## src/rtl/spi_cfg_ctrl.sv

```systemverilog
// spi_cfg_ctrl: SPI-slave config register file; readback guarded by SPI_CFG_READBACK_EN
module spi_cfg_ctrl #(
  parameter int NREG = 8
) (
  input  logic              clk,
  input  logic              reset_n,
  input  logic              spi_sck,
  input  logic              spi_cs_n,
  input  logic              spi_mosi,
  output logic              spi_miso,
  output logic [8*NREG-1:0] cfg_regs,
  output logic              cfg_wr,
  output logic [6:0]        cfg_addr
);
  typedef enum logic [1:0] {IDLE, CMD, DATA, DONE} state_t;
  state_t state, state_nx;
  logic [1:0] sck_s, cs_s, mosi_s;
  logic sck_d, cs_d, rise, mosi_q, rw, last, commit;
  logic [2:0] cnt;
  logic [7:0] sr;
  logic [6:0] addr;
  logic [7:0] byte_in;
  assign byte_in = {sr[6:0], mosi_q};
  assign last = rise && cnt == 3'd7;
  assign commit = state == DATA && last && !rw && 32'(addr) < NREG;
  // pin synchronizers plus registered sck-rise pulse aligned with mosi and cs level
  always_ff @(posedge clk or negedge reset_n)
    if (!reset_n) begin
      sck_s  <= '0;
      cs_s   <= 2'b11;
      mosi_s <= '0;
      sck_d  <= 1'b0;
      cs_d   <= 1'b1;
      rise   <= 1'b0;
      mosi_q <= 1'b0;
    end else begin
      sck_s  <= {sck_s[0], spi_sck};
      cs_s   <= {cs_s[0], spi_cs_n};
      mosi_s <= {mosi_s[0], spi_mosi};
      sck_d  <= sck_s[1];
      cs_d   <= cs_s[1];
      rise   <= sck_s[1] & ~sck_d;
      mosi_q <= mosi_s[1];
    end
  // next state: an sck edge coinciding with cs release is consumed before returning to IDLE
  always_comb begin
    state_nx = state;
    case (state)
      IDLE:    state_nx = cs_d ? IDLE : CMD;
      CMD:     state_nx = cs_d ? IDLE : (last ? DATA : CMD);
      DATA:    state_nx = last ? (cs_d ? IDLE : DONE) : (cs_d ? IDLE : DATA);
      default: state_nx = cs_d ? IDLE : DONE;
    endcase
  end
  // state, shifter, command latch and register file
  always_ff @(posedge clk or negedge reset_n)
    if (!reset_n) begin
      state    <= IDLE;
      cnt      <= '0;
      sr       <= '0;
      rw       <= 1'b0;
      addr     <= '0;
      cfg_regs <= '0;
      cfg_wr   <= 1'b0;
      cfg_addr <= '0;
    end else begin
      state  <= state_nx;
      cfg_wr <= commit;
      if (state == IDLE || cs_d) cnt <= '0;
      else if (rise && (state == CMD || state == DATA)) cnt <= cnt + 3'd1;
      if (rise && (state == CMD || state == DATA)) sr <= byte_in;
      if (state == CMD && last) begin
        rw   <= sr[6];
        addr <= byte_in[6:0];
      end
      if (commit) cfg_addr <= addr;
      for (int i = 0; i < NREG; i++)
        if (commit && addr == 7'(i)) cfg_regs[8*i +: 8] <= byte_in;
    end
`ifdef SPI_CFG_READBACK_EN
  logic fall;
  logic [7:0] rd_val, rd_sr;
  // selected register for readback; out-of-range addresses read as zero
  always_comb begin
    rd_val = '0;
    for (int i = 0; i < NREG; i++)
      if (byte_in[6:0] == 7'(i)) rd_val = cfg_regs[8*i +: 8];
  end
  // MISO shifts out MSB first on each detected sck fall during a read's data byte
  always_ff @(posedge clk or negedge reset_n)
    if (!reset_n) begin
      fall     <= 1'b0;
      rd_sr    <= '0;
      spi_miso <= 1'b0;
    end else begin
      fall <= ~sck_s[1] & sck_d;
      if (state == CMD && last) rd_sr <= rd_val;
      else if (state == DATA && fall) rd_sr <= {rd_sr[6:0], 1'b0};
      spi_miso <= (state == DATA && rw) ? (fall ? rd_sr[7] : spi_miso) : 1'b0;
    end
`else
  assign spi_miso = 1'b0;
`endif
endmodule
```

## config.mk

```make
export PLATFORM = sky130hd
export DESIGN_NAME = spi_cfg_ctrl
export DESIGN_NICKNAME = d
export VERILOG_FILES = /design/src/rtl/spi_cfg_ctrl.sv
export SDC_FILE = /design/constraint.sdc
export NUM_CORES = 1
export LEC_CHECK = 0
export CORE_UTILIZATION = 35
export DETAILED_ROUTE_END_ITERATION = 10
export GPL_TIMING_DRIVEN = 0
export PLACE_DENSITY = 0.62
export SYNTH_ARGS = -nofsm -noshare
export SYNTH_HDL_FRONTEND = slang
export SYNTH_SLANG_ARGS = --single-unit
```

## constraint.sdc

```tcl
create_clock -name clk -period 2.8 [get_ports clk]
set_input_delay 0.56 -clock clk [delete_from_list [all_inputs] [get_ports clk]]
set_output_delay 0.56 -clock clk [all_outputs]
set_load 0.005 [all_outputs]
```

* Word-level counts from Yosys, hierarchy flattened *
Cells that the tools add are included.

storage, ports and cells
  register bits after elaboration = 102
  input bits = 5
  output and inout bits = 73
  logic and storage cells = 65

cells by class
  add/subtract/negate cells = 1
  magnitude comparators = 1
  equality and inequality tests = 10
  muxes and demuxes = 9
  bitwise operators = 2
  reduce and logical (&&, ||, !) cells = 20

operator list
  kind                                                                  count
  7-bit by 3-bit == test with 1-bit output, second input constant       4
  7-bit by 2-bit == test with 1-bit output, second input constant       2
  1-bit logical AND                                                     14
  2-bit two-way mux                                                     5
  7-bit by 1-bit == test with 1-bit output, second input constant       1
  7-bit logical NOT                                                     1
  7-bit by 4-bit < comparator with 1-bit output, second input constant  1
  3-bit two-way mux                                                     2
  2-bit case mux with 3 select lines                                    1
  3-bit by 1-bit adder with 3-bit output, second input constant         1
  3-bit == test, second input constant                                  1
  2-bit by 1-bit == test with 1-bit output, second input constant       1
  2-bit == test, second input constant                                  1
  2-bit logical NOT                                                     1
  1-bit logical OR                                                      2
  2-bit nonzero test                                                    1
  1-bit AND                                                             1
  1-bit logical NOT                                                     1
  1-bit two-way mux                                                     1
  1-bit inverter                                                        1

* Logic depth before layout (Yosys ltp) *
  word-level depth = 6
  depth in mapped cells = 5
  depth with buffers taken out = 5

* Worst setup path before layout *
No wires, ideal clock.

  path type = reg-to-reg
  from = register rw
  to = register cfg_regs[0]
  setup time = 125 ps
  arrival time = 1873 ps
  required time = 2675 ps
  slack = 802 ps
  cell stages (with the launch flop) = 5
  buffers on the path = 1
  cells stage by stage = dfrtp_1 or4_1 buf_4 nor4_4 mux2_2

on the way
  longest elaborated chain between the ends = 4

ends and longest elaborated chain
  what                            line  text
  start, declared                 18    logic sck_d, cs_d, rise, mosi_q, rw, last, commit;
  start signal, assigned          73    rw <= sr[6];
  1-bit logical NOT               25    assign commit = state == DATA && last && !rw && 32'(addr) < NREG;
  1-bit logical AND (2 in a row)  25
  1-bit logical AND               78    if (commit && addr == 7'(i)) cfg_regs[8*i +: 8] <= byte_in;
  end signal, assigned by index   78
  end, declared                   11    output logic [8*NREG-1:0] cfg_regs,

Every way passes these cells.
A chain may end at the register's enable or synchronous reset.

* Worst setup path in the final report *
  from = register rw
  to = register cfg_regs[17]

Same word-level chain as after synthesis.

==> flow_summary.toml <==
[outcome]
status = "finished clean"

[place]
dp.cells = 460
io_buffers = 76
dp_hpwl_mm = 5.27
dpl-instance-area_mm2 = 0.00491
gp_congestion = 0.760

[critical_path]
rrSetupSlack_ns = 0.59
crit_path_start_kind = "flip-flop"
critPathCapture = "cfg_regs[17]"
path_class = "flip-flop to flip-flop"
required_ns = 3.02
crit_path_max_fanout = 8
critical_path_arrival_ns = 2.44
rr_startpoint = "rw"
reg2reg_to = "cfg_regs[17]"
ff2ff_path_depth = 4
cp-end-kind = "flip-flop"
crit_path_start = "rw"

[drt]
first_pass_iters = 4
antenna_left = 0
vias = 2244
wl_mm = 7.78
wl_per_cell_um = 16.4
drt_iter0_markers = 37
drc_errors = 0
via_per_inst = 4.71

[yosys]
synth_top_area_share_pct = 62.7
mappedNetlistNets = 254
async_flop_share_pct = 100
synth_edf_count = 0
seq_area_frac_synth_pct = 64.7
synth_cell_types = 30
syn_area_per_cell_um2 = 16.3
syn_area_mm2 = 0.00395
syn_inst = 243
synth_seq_cells = 102
synth_top_cells_by_area = "dfrtp_1, mux2_2, nor4_4"
yosys_warnings = 0
yosysMostFrequentCell = "dfrtp_1"
synth_largest_area_cell = "dfrtp_1"
synth_common_cells = "dfrtp_1, mux2_2, clkbuf_1"
ys.flop_type = "dfrtp_1"

[cts]
clk_latency_ns = 0.34
cts_made_buffers = 9
htreeDepth = 3
post_cts_buffers = 0
clk_pin_slew_ns = 0.06
postCtsResizedCells = 0
cts_tree = "yes"
clockBufferDepth = 2
clkSinkCount = 102
cts_hold_repair.buffers = 0
cts-root-buf = "clkbuf_16"

[timing]
final_hold_viol_count = 0
slew_headroom_pct = 41.3
drv_slew = 0
finalCriticalPeriod_ns = 2.21
setup-violations-final = 0
grt_setup_unrepaired = "no"
tightest_slew_ns = 0.872
fmax_mhz = 452
skew_ns = 0.0105
timing.final.crit_share_pct = 79.0
whs_ns = 0.247

[pwr]
leakagePower_nw = 2.47
peakVddDrop_uv = 352
p_per_area_mw_per_mm2 = 584

[die]
rows = 38
die_w_um = 108
die_area_mm2 = 0.0117
start_util_pct = 36.1
core_area_mm2 = 0.0109
pin_count = 78
fp.dieH_um = 108

[cells_and_area]
utilization_pct = 47.7
final_area_mm2 = 0.00521
area_delta_synth_final_pct = 31.9
drive_gt1_share_pct = 33.9
diodes = 0
layout.cells.non_filler = 476
fin_nets = 342

[global_routing]
grt_use_total_pct = 14.8
grt_first_pass_wirelength_mm = 12.8
grt_pass1_vias = 2389
antenna_found_initial = 0
grt_overflow_total = 0
grt_start_max_net_pins = 54

[min_path]
hold_class = "primary input to async pin"

[flow_run]
cap_violations = 0
[metrics by stage]
step           setup TNS, ns  total power [mW]  setup WS [ns]
5_1_grt                    0              3.18          0.438
2_1_floorplan              0              1.70          0.802
3_5_place_dp               0              1.85          0.547
3_3_place_gp         -261.31              1.84          -2.60
6_report                   0              3.04          0.588
4_1_cts                    0              3.09          0.537
[flip-flops by register name (all words and copies together), names as in the netlist]
name and count:
mosi_s 2, sr 7, cs_s 2, state 2, mosi_q 1, rw 1, cfg_addr 7, cnt 3
cfg_wr 1, addr 7, rise 1, sck_d 1, cfg_regs 64, cs_d 1, sck_s 2
[cell families after synthesis]
| family | after synthesis | share of synthesized area, % |
|---|---|---|
| adder cells (fa/ha/maj) | 6 | 1.90 |
| other | 1 | 0.0949 |
| multiplexers | 84 | 23.9 |
| XOR/XNOR | 1 | 0.222 |
| flip-flops | 102 | 64.7 |
| AND/OR/NAND/NOR | 33 | 7.35 |
| buffers and inverters | 14 | 1.52 |
| AO/OA/AOI/OAI | 2 | 0.348 |
[placed cells by master, fill, tap and decap left out, types with 4 or more instances in the layout]
| cell type | n |
|---|---|
| clkbuf_1 | 9 |
| nand4_2 | 4 |
| clkdlybuf4s50_1 | 75 |
| ha_1 | 6 |
| dfrtp_1 | 99 |
| clkbuf_16 | 9 |
| nor4_4 | 4 |
| mux2_2 | 82 |
| nor2b_1 | 6 |
[cell type report]
class / count / area (µm²)
fill: 991 / 5720
sequential: 102 / 2560
multi-input combinational: 127 / 1340
timing repair buffer: 77 / 786
clock buffer: 11 / 243
tap: 140 / 175
clock inverter: 5 / 56.3
buffer: 12 / 52.6
inverter: 2 / 7.51
[per-layer routing]
| metal | share of wire, % | GRT usage [%] | wire length, µm | vias up |
|---|---|---|---|---|
| met5 | 0 | 0 | 0 | - |
| met4 | 1.1 | 3.76 | 85 | 0 |
| li1 | - | - | - | 1038 |
| met3 | 5.6 | 5.06 | 439 | 9 |
| met1 | 44 | 18.7 | 3410 | 1143 |
| met2 | 49 | 24.2 | 3850 | 54 |
[where the power goes]
| part | internal, mW | switching (mW) | leakage, nW |
|---|---|---|---|
| registers | 1.53 | 0.0215 | 1.39 |
| clock network | 0.717 | 0.513 | 0.146 |
| logic | 0.0674 | 0.199 | 0.938 |
| total | 2.31 | 0.733 | 2.47 |
[worst max-delay path: stages, from the launching register on]
cell,delay [ns]
dfrtp_1,0.39
or4_1,0.53
buf_4,0.19
nor4_4,0.59
mux2_2,0.40
[how the worst min path moves through the flow]
stage | to | from | slack (ns) | depth (start not counted)
3_5_place_dp | mosi_s[1] | mosi_s[0] | 0.33 | 0
4_1_cts | cfg_addr[4] | reset_n | 0.27 | 1
2_1_floorplan | addr[0] | reset_n | 0.26 | 0
3_3_place_gp | mosi_s[1] | mosi_s[0] | 0.33 | 0
5_1_grt | cfg_addr[4] | reset_n | 0.29 | 1
6_report | cfg_addr[4] | reset_n | 0.25 | 1
Power figures use the tool's default switching activity.
